$ cat src/rtl/flopr.sv
// rtl/flopr.sv - N-bit rising-edge register with synchronous active-low reset
module flopr #(
    parameter int             N           = 64,
    parameter logic [N-1:0]   RESET_VALUE = '0
) (
    input  logic         clk,
    input  logic         reset,
    input  logic [N-1:0] d,
    output logic [N-1:0] q
);

    logic [N-1:0] q_q;
    logic [N-1:0] q_d;

    // Reset is folded into the next-state mux so the flop itself stays a plain D-type.
    always_comb begin
        q_d = d;
        if (!reset) begin
            q_d = RESET_VALUE;
        end
    end

    always_ff @(posedge clk) begin
        q_q <= q_d;
    end

    assign q = q_q;

endmodule

$ cat config.mk
export PLATFORM = sky130hd
export DESIGN_NAME = flopr
export DESIGN_NICKNAME = d
export VERILOG_FILES = /design/src/rtl/flopr.sv
export SDC_FILE = /design/constraint.sdc
export NUM_CORES = 1
export LEC_CHECK = 0
export BUFFER_PORTS_ARGS = -buffer_cell sky130_fd_sc_hd__buf_2
export CAP_MARGIN = 20
export CORE_ASPECT_RATIO = 0.7
export CORE_MARGIN = 3
export CORE_UTILIZATION = 35
export CTS_CLUSTER_DIAMETER = 80
export DETAILED_ROUTE_END_ITERATION = 10
export HOLD_SLACK_MARGIN = 0.06
export PLACE_DENSITY = 0.73
export SKIP_LAST_GASP = 1
export SYNTH_ARGS = -nofsm -noshare
export SYNTH_HDL_FRONTEND = slang
export SYNTH_SLANG_ARGS = --single-unit
$ cat constraint.sdc
create_clock -name clk -period 0.8 [get_ports clk]
set_input_delay 0.2 -clock clk [delete_from_list [all_inputs] [get_ports clk]]
set_output_delay 0.2 -clock clk [all_outputs]
set_load 0.005 [all_outputs]
======== Yosys cells after proc, flatten, opt, wreduce, memory -nomap -nowiden ========
Cells that the tools add are included.
word-level totals
  flip-flop bits (word level) ............. 64
  input port bits ......................... 66
  output and inout bits ................... 64
  word-level logic and storage cells ...... 1

======== Depth between registers and ports, before layout ========
Gate-level depths: netlist of run 1.
  word-level depth ........................ 0
  mapped depth ............................ 2
  mapped depth without buffers ............ 1

======== Worst setup path after synthesis of run 1 ========
No wires, ideal clock.
  kind .................................... input-to-reg
  start point ............................. in reset
  end point ............................... reg q_q[10] (netlist: q[10])
  setup time .............................. 0.116 ns
  data arrival time ....................... 0.479 ns
  data required time ...................... 0.684 ns
  slack ................................... 0.205 ns
  cell stages on the path ................. 2
  path buffers ............................ 1
  cell sequence ........................... clkbuf_2 and2_2
RTL lines
  element               line  source
  from (decl)           7     input logic reset,
  to (signal assigned)  24    q_q <= q_d;
  to (decl)             12    logic [N-1:0] q_q;
No word-level cell between the ends.

======== Worst setup path after layout of run 1 ========
  start point ............................. reg q_q[29] (netlist: q[29])
  end point ............................... out q[29]
RTL lines
  element    line  source
  to (decl)  9     output logic [N-1:0] q
No word-level cell between the ends.

==> results of run 1 <==
[power breakdown]
| group | internal [mW] | switching, mW | total, mW |
|---|---|---|---|
| logic | 0.400 | 0.193 | 0.592 |
| clock network | 2.11 | 1.27 | 3.38 |
| registers | 3.37 | 0.0454 | 3.41 |
[cells in the final DEF, fill, tap and decap left out, drive strengths merged]
cell type,Yosys,final
clkbuf,6,9
and2,64,64
bufinv,0,3
dfxtp,64,64
inv,0,3
dlygate4sd3,0,6
buf,0,132
clkinv,0,1
[kinds of logic (layout without fill, tap and decap cells)]
kind of cell | Yosys count | after routing | share of synthesized area, %
flip-flops | 64 | 64 | 71.51
AND/OR/NAND/NOR | 64 | 64 | 26.82
buffers and inverters | 6 | 154 | 1.676
[stage by stage]
stage	setup slack, ps	power, mW
after floorplan	204.6	3.661
after global placement	7.131	3.999
after detailed placement	5.538	4.011
after CTS	-187.5	7.453
after global routing	-206.4	7.749
final	-167.8	7.382
[cell type report]
| type | instances | area [µm²] |
|---|---|---|
| Sequential cell | 64 | 1309 |
| Fill cell | 410 | 1921 |
| Tap cell | 69 | 86.33 |
| Clock inverter | 7 | 125.1 |
| Clock buffer | 9 | 123.9 |
| Timing Repair Buffer | 138 | 815.8 |
| Multi-Input combinational cell | 64 | 480.5 |
[routing by layer]
layer / global-route usage [%] / vias to the layer above / wire length [µm]
met5: 0 / - / 0
met4: 6.767 / 0 / 44
met3: 9.784 / 5 / 578
met2: 20.38 / 89 / 1802
met1: 15.57 / 575 / 1617
li1: - / 689 / -
[worst paths after layout]
path	end	startpoint
worst min-delay path	q[1]$_SDFF_PN0_	d[1]
worst max-delay path	q[29]	q[29]$_SDFF_PN0_
[repair_timing]
action	CTS	global route
endpoints found under the hold margin	2	4
gates cloned	0	0
resized for setup	7	27
endpoints found under the setup margin	64	64
hold buffers	2	4
==> impl_metrics.prom, run 1 <==
# TYPE chip_impl_metric gauge
chip_impl_metric{name="netlist_instances",unit=""} 134
chip_impl_metric{name="final-instance-count-excl-fill",unit=""} 351
chip_impl_info{name="synthFlopType",value="dfxtp_1"} 1
chip_impl_metric{name="whs_path_depth",unit=""} 2
chip_impl_metric{name="asyncSetResetFlopFracSynth",unit="%"} 0
chip_impl_metric{name="utilization",unit="%"} 60.49
chip_impl_info{name="criticalPathCategory",value="flop to primary output"} 1
chip_impl_metric{name="dp.cells",unit=""} 329
chip_impl_metric{name="setup_total_negative_slack",unit="ps"} -9087
chip_impl_info{name="tritoncts_clock_tree",value="built"} 1
chip_impl_metric{name="worst-path-buf-inv",unit=""} 1
chip_impl_info{name="class_of_the_worst_hold_path",value="input pin to flop"} 1
chip_impl_metric{name="largest_reg_flops",unit=""} 64
chip_impl_metric{name="post-synth-top-area-fraction",unit="%"} 71.51
chip_impl_metric{name="setup_viol_count_final",unit=""} 66
chip_impl_metric{name="syn_avg_cell_area",unit="µm²"} 13.37
chip_impl_metric{name="vias_per_cell",unit=""} 3.869
chip_impl_metric{name="die_w",unit="µm"} 91.52
chip_impl_metric{name="detail_route.wl_per_cell",unit="µm"} 11.52
chip_impl_metric{name="tightestPinTransition",unit="ps"} 121.3
chip_impl_metric{name="required",unit="ps"} 600
chip_impl_info{name="cp-start-kind",value="flop"} 1
chip_impl_metric{name="placement_rows",unit=""} 21
chip_impl_metric{name="floorplan.core_area",unit="µm²"} 4861
chip_impl_metric{name="max_cap_viol_count",unit=""} 0
chip_impl_metric{name="first_iter_violations",unit=""} 30
chip_impl_metric{name="count_of_cell_types_in_the_netlist",unit=""} 3
chip_impl_info{name="synth.cells.most_frequent",value="and2_2, dfxtp_1, clkbuf_2"} 1
chip_impl_metric{name="timing.fmax",unit="MHz"} 1033
chip_impl_info{name="cts.root.buffer_cell",value="clkbuf_8"} 1
chip_impl_info{name="synthTopCellsByArea",value="dfxtp_1, and2_2, clkbuf_2"} 1
chip_impl_metric{name="chipHeight",unit="µm"} 65.86
chip_impl_metric{name="postLayoutSetupSlackWorst",unit="ps"} -167.8
chip_impl_metric{name="cts_max_path_buffers",unit=""} 2
chip_impl_metric{name="share_of_the_yosys_chip_area_belonging_to_registers",unit="%"} 71.51
chip_impl_metric{name="finalMaxSlewViolations",unit=""} 0
chip_impl_info{name="violations",value="setup timing"} 1
chip_impl_metric{name="io_pins",unit=""} 130
chip_impl_metric{name="detailroute.via_count",unit=""} 1358
chip_impl_metric{name="final_worst_hold_slack",unit="ps"} 89.47
chip_impl_metric{name="design.die.area",unit="µm²"} 6027
chip_impl_metric{name="wl",unit="mm"} 4.043
chip_impl_metric{name="tritoncts.num_buffers",unit=""} 9
chip_impl_metric{name="syn-cell-area",unit="µm²"} 1792
chip_impl_metric{name="postRouteAntennaNets",unit=""} 0
chip_impl_metric{name="grt_first_pass_wirelength",unit="mm"} 6.299
chip_impl_metric{name="timing.final.hold_violations",unit=""} 0
chip_impl_metric{name="clock_sinks",unit=""} 64
chip_impl_metric{name="critPathMaxStageDelay",unit="ps"} 320
chip_impl_info{name="cp_cell_sequence",value="buf_2"} 1
chip_impl_metric{name="syn-num-nets",unit=""} 200
chip_impl_info{name="cp_top_family",value="flip-flops"} 1
chip_impl_metric{name="ys_seq_elements",unit=""} 64
chip_impl_metric{name="cp_num_cells",unit=""} 1
chip_impl_info{name="post-synth-top-area-cell",value="dfxtp_1"} 1
chip_impl_metric{name="slew_headroom",unit="%"} 91.91
chip_impl_metric{name="post-route-min-period",unit="ps"} 967.8
chip_impl_metric{name="final_design_area_no_fill",unit="µm²"} 2940
chip_impl_metric{name="largest_net_degree_at_the_start_of_global_routing",unit=""} 42
chip_impl_metric{name="fraction_of_the_cycle_the_final_worst_path_needs",unit="%"} 121.0
chip_impl_metric{name="post_cts_buffers",unit=""} 0
chip_impl_info{name="grt_setup_unrepaired",value="yes"} 1
chip_impl_info{name="cpMaxStageDelayCell",value="dfxtp_2"} 1
chip_impl_info{name="outcome",value="finished with violations"} 1
chip_impl_metric{name="critical_path_arrival",unit="ps"} 770
chip_impl_metric{name="detailed_placement_hpwl",unit="mm"} 2.975
chip_impl_metric{name="vdd.ir_drop.worst",unit="mV"} 1.223
chip_impl_metric{name="grt_overflow",unit=""} 0
chip_impl_metric{name="grt_antenna_before_repair",unit=""} 0
chip_impl_metric{name="grt_pass1_vias",unit=""} 1354
chip_impl_metric{name="power_leakage",unit="nW"} 1.501
chip_impl_metric{name="floorplan.initialDensity",unit="%"} 36.86
chip_impl_metric{name="power_density",unit="nW/µm²"} 2511
chip_impl_metric{name="drcViolationCount",unit=""} 0
chip_impl_metric{name="port_buffers",unit=""} 129
chip_impl_metric{name="clkTransAtPathRegs",unit="ps"} 70
chip_impl_metric{name="routabilityCongestion",unit=""} 0.6524
chip_impl_metric{name="cts_max_level",unit=""} 3
chip_impl_metric{name="drive_above_1_share",unit="%"} 82.98
chip_impl_metric{name="nNetsFinal",unit=""} 343
chip_impl_metric{name="antennaDiodeCount",unit=""} 0
chip_impl_metric{name="drt_pre_antenna_iters",unit=""} 4
chip_impl_metric{name="grt_usage",unit="%"} 14.04
chip_impl_metric{name="flow.area_growth_from_synthesis",unit="%"} 64.11
chip_impl_metric{name="cp_max_fo",unit=""} 1
chip_impl_metric{name="number_of_enable_type_register_cells_in_the_synthesized_netlist",unit=""} 0
chip_impl_info{name="timing.critical_path.to_type",value="primary output"} 1
chip_impl_metric{name="detailed_place.area",unit="µm²"} 2529
chip_impl_metric{name="yosysWarningCount",unit=""} 0
(Power assumes the default switching activity.)
==> run 2: changes to the inputs <==
--- a/config.mk
+++ b/config.mk
@@ -5,15 +5,16 @@
 export SDC_FILE = /design/constraint.sdc
 export NUM_CORES = 1
 export LEC_CHECK = 0
+export ABC_AREA = 1
 export BUFFER_PORTS_ARGS = -buffer_cell sky130_fd_sc_hd__buf_2
 export CAP_MARGIN = 20
 export CORE_ASPECT_RATIO = 0.7
 export CORE_MARGIN = 3
-export CORE_UTILIZATION = 35
+export CORE_UTILIZATION = 36
 export CTS_CLUSTER_DIAMETER = 80
 export DETAILED_ROUTE_END_ITERATION = 10
 export HOLD_SLACK_MARGIN = 0.06
-export PLACE_DENSITY = 0.73
+export PLACE_DENSITY = 0.75
 export SKIP_LAST_GASP = 1
 export SYNTH_ARGS = -nofsm -noshare
 export SYNTH_HDL_FRONTEND = slang
==> run 2 against run 1 <==
  * The flow still finishes with violations (setup timing)
  * Worst setup slack better by 3.6 ps
  * Count of clock-buffer cells in the layout up 4
  * Final area up 18%
  * Routed wire length up 35%
  * Largest power group unchanged
  * Hold slack better by 1.9 ps
  * Combinational power up 41%
  * First-iteration DRC count down 43%
  * Utilization up 11 points
  * Highest routed layer unchanged
==> impl_metrics.prom, run 2 <==
# TYPE chip_impl_metric gauge
chip_impl_info{name="outcome",value="finished with violations"} 1
chip_impl_info{name="violations",value="setup timing"} 1
chip_impl_metric{name="grt_usage",unit="%"} 18.56
chip_impl_metric{name="post_cts_buffers",unit=""} 0
chip_impl_info{name="grt_setup_unrepaired",value="yes"} 1
chip_impl_info{name="class_of_the_worst_hold_path",value="input pin to flop"} 1
chip_impl_metric{name="tritoncts.num_buffers",unit=""} 9
chip_impl_metric{name="wl",unit="mm"} 5.440
chip_impl_metric{name="final-instance-count-excl-fill",unit=""} 471
chip_impl_metric{name="required",unit="ps"} 600
chip_impl_metric{name="cts_max_path_buffers",unit=""} 2
chip_impl_metric{name="total_power",unit="mW"} 6.946
chip_impl_info{name="leading_cell_type_in_the_layout_fill_and_taps_excluded",value="buf_2"} 1
chip_impl_metric{name="die_w",unit="µm"} 91.46
chip_impl_metric{name="dp.cells",unit=""} 392
chip_impl_metric{name="flow.area_growth_from_synthesis",unit="%"} 88.31
chip_impl_metric{name="timing.final.hold_violations",unit=""} 0
chip_impl_info{name="dominant_combinational_cell_family_by_area_after_synthesis",value="buffers and inverters"} 1
chip_impl_metric{name="grt_first_pass_wirelength",unit="mm"} 8.466
chip_impl_metric{name="xor_xnor_share_of_the_synthesized_area",unit="%"} 0
chip_impl_metric{name="post-synth-top-area-fraction",unit="%"} 69.61
chip_impl_metric{name="timing.fmax",unit="MHz"} 1037
chip_impl_metric{name="placement_rows",unit=""} 21
chip_impl_metric{name="syn-num-nets",unit=""} 265
chip_impl_metric{name="clkTransAtPathRegs",unit="ps"} 70
chip_impl_metric{name="fraction_of_the_cycle_the_final_worst_path_needs",unit="%"} 120.5
chip_impl_metric{name="drcViolationCount",unit=""} 0
chip_impl_metric{name="critical_path_arrival",unit="ps"} 760
chip_impl_metric{name="power_leakage",unit="nW"} 2.142
chip_impl_info{name="cp_top_family",value="flip-flops"} 1
chip_impl_metric{name="yosysWarningCount",unit=""} 0
chip_impl_info{name="criticalPathCategory",value="flop to primary output"} 1
chip_impl_info{name="cp-start-kind",value="flop"} 1
chip_impl_metric{name="vdd.ir_drop.worst",unit="mV"} 1.276
chip_impl_metric{name="fillers",unit=""} 374
chip_impl_metric{name="ys_seq_elements",unit=""} 64
chip_impl_info{name="synthTopCellsByArea",value="dfxtp_1, inv_1, nand2_1"} 1
chip_impl_metric{name="power.clock.fraction",unit="%"} 38.7
chip_impl_info{name="cpMaxStageDelayCell",value="dfxtp_2"} 1
chip_impl_metric{name="number_of_enable_type_register_cells_in_the_synthesized_netlist",unit=""} 0
chip_impl_metric{name="netlist_instances",unit=""} 199
chip_impl_metric{name="asyncSetResetFlopFracSynth",unit="%"} 0
chip_impl_metric{name="port_buffers",unit=""} 129
chip_impl_metric{name="max_cap_viol_count",unit=""} 0
chip_impl_metric{name="cp_max_fo",unit=""} 1
chip_impl_metric{name="floorplan.initialDensity",unit="%"} 37.86
chip_impl_metric{name="setup_total_negative_slack",unit="ps"} -9101
chip_impl_info{name="cts.root.buffer_cell",value="clkbuf_8"} 1
chip_impl_info{name="cp_cell_sequence",value="buf_2"} 1
chip_impl_metric{name="tightestPinTransition",unit="ps"} 162.0
chip_impl_metric{name="drive_above_1_share",unit="%"} 41.54
chip_impl_info{name="most-common-layout-cells",value="buf_2, nand2_1, inv_1"} 1
chip_impl_metric{name="p_seq_share",unit="%"} 49.2
chip_impl_metric{name="detailed_placement_hpwl",unit="mm"} 2.957
chip_impl_info{name="post-synth-top-area-cell",value="dfxtp_1"} 1
chip_impl_metric{name="yosys.area_share.adder",unit="%"} 0
chip_impl_metric{name="critPathMaxStageDelay",unit="ps"} 320
chip_impl_metric{name="syn-cell-area",unit="µm²"} 1841
chip_impl_metric{name="first_iter_violations",unit=""} 17
chip_impl_metric{name="post_synthesis_mux_area_share",unit="%"} 0
chip_impl_metric{name="utilization",unit="%"} 71.30
chip_impl_metric{name="clock_sinks",unit=""} 64
chip_impl_info{name="tritoncts_clock_tree",value="built"} 1
chip_impl_metric{name="power.net_switching",unit="mW"} 1.447
chip_impl_metric{name="syn_avg_cell_area",unit="µm²"} 9.249
chip_impl_metric{name="routabilityCongestion",unit=""} 0.6479
chip_impl_metric{name="post-route-min-period",unit="ps"} 964.2
chip_impl_metric{name="grt_pass1_vias",unit=""} 1896
chip_impl_metric{name="setup_viol_count_final",unit=""} 64
chip_impl_metric{name="whs_path_depth",unit=""} 3
chip_impl_metric{name="io_pins",unit=""} 130
chip_impl_metric{name="power_density",unit="nW/µm²"} 2004
chip_impl_metric{name="grt_overflow",unit=""} 0
chip_impl_metric{name="slew_headroom",unit="%"} 89.20
chip_impl_metric{name="postRouteAntennaNets",unit=""} 0
chip_impl_metric{name="cts_max_level",unit=""} 3
chip_impl_metric{name="postLayoutSetupSlackWorst",unit="ps"} -164.2
chip_impl_info{name="synthFlopType",value="dfxtp_1"} 1
chip_impl_metric{name="synth_area_in_compound_gates",unit="%"} 0
chip_impl_metric{name="nNetsFinal",unit=""} 463
chip_impl_metric{name="design.die.area",unit="µm²"} 6020
chip_impl_metric{name="switching_share",unit="%"} 20.84
chip_impl_metric{name="worst-path-buf-inv",unit=""} 1
chip_impl_metric{name="detail_route.wl_per_cell",unit="µm"} 11.55
chip_impl_info{name="timing.critical_path.to_type",value="primary output"} 1
chip_impl_metric{name="detailroute.via_count",unit=""} 1810
chip_impl_metric{name="largest_reg_flops",unit=""} 64
chip_impl_metric{name="final_worst_hold_slack",unit="ps"} 91.37
chip_impl_metric{name="finalMaxSlewViolations",unit=""} 0
chip_impl_metric{name="drt_pre_antenna_iters",unit=""} 4
chip_impl_metric{name="largest_net_degree_at_the_start_of_global_routing",unit=""} 40
chip_impl_metric{name="grt_antenna_before_repair",unit=""} 0
chip_impl_metric{name="synthSimpleGateAreaFrac",unit="%"} 13.05
chip_impl_metric{name="chipHeight",unit="µm"} 65.83
chip_impl_metric{name="combPwrFrac",unit="%"} 12.1
chip_impl_metric{name="count_of_cell_types_in_the_netlist",unit=""} 4
chip_impl_metric{name="internal-power",unit="mW"} 5.499
chip_impl_info{name="synth.cells.most_frequent",value="dfxtp_1, inv_1, nand2_1"} 1
chip_impl_metric{name="share_of_the_yosys_chip_area_belonging_to_registers",unit="%"} 69.61
chip_impl_metric{name="vias_per_cell",unit=""} 3.843
chip_impl_metric{name="floorplan.core_area",unit="µm²"} 4861
chip_impl_metric{name="cp_num_cells",unit=""} 1
chip_impl_metric{name="antennaDiodeCount",unit=""} 0
-- run 2: cell count changes in the layout (fill, tap and decap cells not counted), moves of 3 or more --
cell           delta
nand2_1          +64
inv_6             -3
and2_2           -64
dlygate4sd3_1    +57
inv_1            +64
-- run 2: path summary, 6_finish.rpt --
kind	from	endpoint	slack (ps)
max	q[42]$_SDFF_PN0_	q[42]	-160
min	d[56]	q[56]$_SDFF_PN0_	90
-- run 2: final cells by class --
class | instances | area (µm²) | area share (%)
clock buffer | 13 | 158.9 | 4.585
tap | 69 | 86.33 | 2.491
inverter | 64 | 240.2 | 6.931
timing repair buffer | 194 | 1391 | 40.14
multi-input combinational | 64 | 240.2 | 6.931
clock inverter | 3 | 40.04 | 1.155
sequential | 64 | 1309 | 37.76
-- run 2: power by group through the flow --
stage          Sequential, mW  Combinational, mW  Clock (mW)
3_3_place_gp             3.46              0.536           0
6_report                 3.42              0.837        2.69
3_5_place_dp             3.47              0.547           0
4_1_cts                  3.40              0.783        2.80
5_1_grt                  3.43              0.926        2.93
2_1_floorplan            3.50              0.179           0
-- run 2: kinds of logic (layout without fill, tap and decap cells) --
family	after synthesis	count (layout)
simple gates	64	64
flops	64	64
buf+inv	71	274
-- run 2: layer usage --
metal	share of wire [%]	vias to the layer above	track usage (%)	wire [µm]
li1	-	925	-	-
met1	35	778	16.56	1911
met2	53	91	34.85	2861
met3	9.3	16	8.874	507
met4	2.9	0	9.962	160
met5	0	-	0	0
-- run 2: timing repair --
item                                    4_1_cts  5_1_grt
endpoints found under the hold margin        63        0
endpoints found under the setup margin       64       64
hold buffers                                 63        0
resized for setup                             2       32
-- run 2: through the flow --
stage | setup slack [ps] | area (µm²)
global placement | 72.34 | 2534
finish | -164.2 | 3466
global route | -205.1 | 3466
CTS | -183.4 | 3366
floorplan | 168.5 | 1841
detailed placement | 46.76 | 2534
==> run 3: changes to the inputs <==
--- a/config.mk
+++ b/config.mk
@@ -10,12 +10,14 @@
 export CAP_MARGIN = 20
 export CORE_ASPECT_RATIO = 0.7
 export CORE_MARGIN = 3
-export CORE_UTILIZATION = 36
+export CORE_UTILIZATION = 43
 export CTS_CLUSTER_DIAMETER = 80
 export DETAILED_ROUTE_END_ITERATION = 10
 export HOLD_SLACK_MARGIN = 0.06
-export PLACE_DENSITY = 0.75
+export PLACE_DENSITY = 0.84
+export SETUP_SLACK_MARGIN = 0.02
 export SKIP_LAST_GASP = 1
+export SLEW_MARGIN = 25
 export SYNTH_ARGS = -nofsm -noshare
 export SYNTH_HDL_FRONTEND = slang
 export SYNTH_SLANG_ARGS = --single-unit
==> constraint.sdc (replaced) <==
create_clock -name clk -period 1.21 [get_ports clk]
set_input_delay 0.3025 -clock clk [delete_from_list [all_inputs] [get_ports clk]]
set_output_delay 0.3025 -clock clk [all_outputs]
set_load 0.005 [all_outputs]
==> run 3 against run 2 <==
  * The run now ends clean
  * Critical path depth did not move
  * Via count is 14% lower
  * Sequential cell count did not move
==> impl_metrics.prom, run 3 (synthesis gave the netlist of run 2 again) <==
# TYPE chip_impl_metric gauge
chip_impl_info{name="outcome",value="finished clean"} 1
chip_impl_metric{name="grt_overflow",unit=""} 0
chip_impl_metric{name="required",unit="ps"} 910
chip_impl_metric{name="placement_rows",unit=""} 19
chip_impl_info{name="cp-start-kind",value="flop"} 1
chip_impl_metric{name="setup_viol_count_final",unit=""} 0
chip_impl_metric{name="final_design_area_no_fill",unit="µm²"} 2731
chip_impl_metric{name="vias_per_cell",unit=""} 3.982
chip_impl_metric{name="die_w",unit="µm"} 84.20
chip_impl_metric{name="clkTransAtPathRegs",unit="ps"} 60
chip_impl_metric{name="tritoncts.num_buffers",unit=""} 9
chip_impl_metric{name="routabilityCongestion",unit=""} 0.7803
chip_impl_metric{name="io_pins",unit=""} 130
chip_impl_info{name="leading_cell_type_in_the_layout_fill_and_taps_excluded",value="buf_2"} 1
chip_impl_info{name="criticalPathCategory",value="flop to primary output"} 1
chip_impl_info{name="cp_cell_sequence",value="buf_2"} 1
chip_impl_metric{name="final_worst_hold_slack",unit="ps"} 160.0
chip_impl_metric{name="floorplan.core_area",unit="µm²"} 4018
chip_impl_metric{name="largest_net_degree_at_the_start_of_global_routing",unit=""} 65
chip_impl_info{name="grt_setup_unrepaired",value="no"} 1
chip_impl_metric{name="post_cts_buffers",unit=""} 0
chip_impl_metric{name="final-instance-count-excl-fill",unit=""} 389
chip_impl_metric{name="setup_total_negative_slack",unit="ps"} 0
chip_impl_metric{name="pre_cts_slack",unit="ps"} 314.8
chip_impl_metric{name="tightestPinTransition",unit="ps"} 248.0
chip_impl_metric{name="design.die.area",unit="µm²"} 5114
chip_impl_metric{name="timing.final.hold_violations",unit=""} 0
chip_impl_metric{name="grt_pass1_vias",unit=""} 1367
chip_impl_metric{name="cp_max_fo",unit=""} 1
chip_impl_metric{name="cts_max_level",unit=""} 3
chip_impl_metric{name="grt_antenna_before_repair",unit=""} 0
chip_impl_metric{name="drt_pre_antenna_iters",unit=""} 4
chip_impl_info{name="timing.critical_path.to_type",value="primary output"} 1
chip_impl_metric{name="worst-path-buf-inv",unit=""} 1
chip_impl_metric{name="drcViolationCount",unit=""} 0
chip_impl_metric{name="detail_route.wl_per_cell",unit="µm"} 9.900
chip_impl_metric{name="detailed_place.area",unit="µm²"} 2492
chip_impl_metric{name="nNetsFinal",unit=""} 399
chip_impl_metric{name="utilization",unit="%"} 67.99
chip_impl_metric{name="postRouteAntennaNets",unit=""} 0
chip_impl_metric{name="slew_headroom",unit="%"} 83.47
chip_impl_metric{name="fraction_of_the_cycle_the_final_worst_path_needs",unit="%"} 87.36
chip_impl_metric{name="power_density",unit="nW/µm²"} 1710
chip_impl_metric{name="post_cts_hold_buffer_count",unit=""} 0
chip_impl_metric{name="postLayoutSetupSlackWorst",unit="ps"} 152.9
chip_impl_metric{name="drive_above_1_share",unit="%"} 43.03
chip_impl_metric{name="post-route-min-period",unit="ps"} 1057
chip_impl_info{name="tritoncts_clock_tree",value="built"} 1
chip_impl_metric{name="total_power",unit="mW"} 4.670
chip_impl_metric{name="dp.cells",unit=""} 374
chip_impl_metric{name="detailroute.via_count",unit=""} 1549
chip_impl_metric{name="clock_sinks",unit=""} 64
chip_impl_metric{name="power_leakage",unit="nW"} 1.866
chip_impl_metric{name="first_iter_violations",unit=""} 46
chip_impl_info{name="cp_top_family",value="flip-flops"} 1
chip_impl_metric{name="finalMaxSlewViolations",unit=""} 0
chip_impl_metric{name="timing.fmax",unit="MHz"} 946.0
chip_impl_info{name="most-common-layout-cells",value="buf_2, nand2_1, inv_1, dfxtp_1, clkbuf_8"} 1
chip_impl_metric{name="port_buffers",unit=""} 129
chip_impl_metric{name="postCtsResizedCells",unit=""} 0
chip_impl_metric{name="wl",unit="mm"} 3.851
chip_impl_metric{name="detailed_placement_hpwl",unit="mm"} 2.922
chip_impl_metric{name="vdd.ir_drop.worst",unit="mV"} 1.138
chip_impl_info{name="class_of_the_worst_hold_path",value="input pin to flop"} 1
chip_impl_metric{name="flow.area_growth_from_synthesis",unit="%"} 48.40
chip_impl_metric{name="largest_reg_flops",unit=""} 64
chip_impl_metric{name="critical_path_arrival",unit="ps"} 750
chip_impl_metric{name="antennaDiodeCount",unit=""} 0
chip_impl_info{name="cts.root.buffer_cell",value="clkbuf_8"} 1
chip_impl_metric{name="chipHeight",unit="µm"} 60.74
chip_impl_metric{name="grt_first_pass_wirelength",unit="mm"} 5.782
chip_impl_metric{name="cts_max_path_buffers",unit=""} 2
chip_impl_metric{name="critPathMaxStageDelay",unit="ps"} 320
chip_impl_metric{name="grt_usage",unit="%"} 15.54
chip_impl_info{name="cpMaxStageDelayCell",value="dfxtp_1"} 1
chip_impl_metric{name="floorplan.initialDensity",unit="%"} 45.81
chip_impl_metric{name="max_cap_viol_count",unit=""} 0
[run 3: cell count changes in the layout (fill, tap and decap cells not counted)]
cell	delta
clkbuf_1	-2
clkbuf_8	+2
dfxtp_1	+22
clkinv_2	-2
buf_6	-12
buf_2	+12
dfxtp_2	-22
dlygate4sd3_1	-63
bufinv_16	+1
buf_12	-1
[run 3: per-layer routing]
metal  share of wire, %  track usage (%)
met3                 15            11.40
met1                 37            15.52
met2                 47            25.17
met4                1.2            6.881
met5                  0                0
[run 3: area by class of cell]
cell class                 instances  area (µm²)
fill                             339        1286
sequential                        64        1281
timing repair buffer             130       665.6
tap                               52       65.06
clock inverter                     2       60.06
clock buffer                      13       178.9
multi-input combinational         64       240.2
inverter                          64       240.2
[run 3: tightest hold or removal path: cells and delay by family]
family / cells / cell delay [ps]
buffers and inverters: 2 / 110
and+or+nand+nor: 1 / 40
[run 3: worst paths after layout]
path                  slack [ps]  depth (start not counted)               end              from
worst max-delay path         150                          1             q[19]  q[19]$_SDFF_PN0_
worst min-delay path         160                          3  q[15]$_SDFF_PN0_             d[15]
[run 3: power breakdown]
part           switching [mW]  total (mW)  leakage (nW)  internal, mW
registers              0.0249        2.25         0.533          2.22
clock network           0.703        2.08         0.122          1.37
logic                   0.161       0.347          1.21         0.186
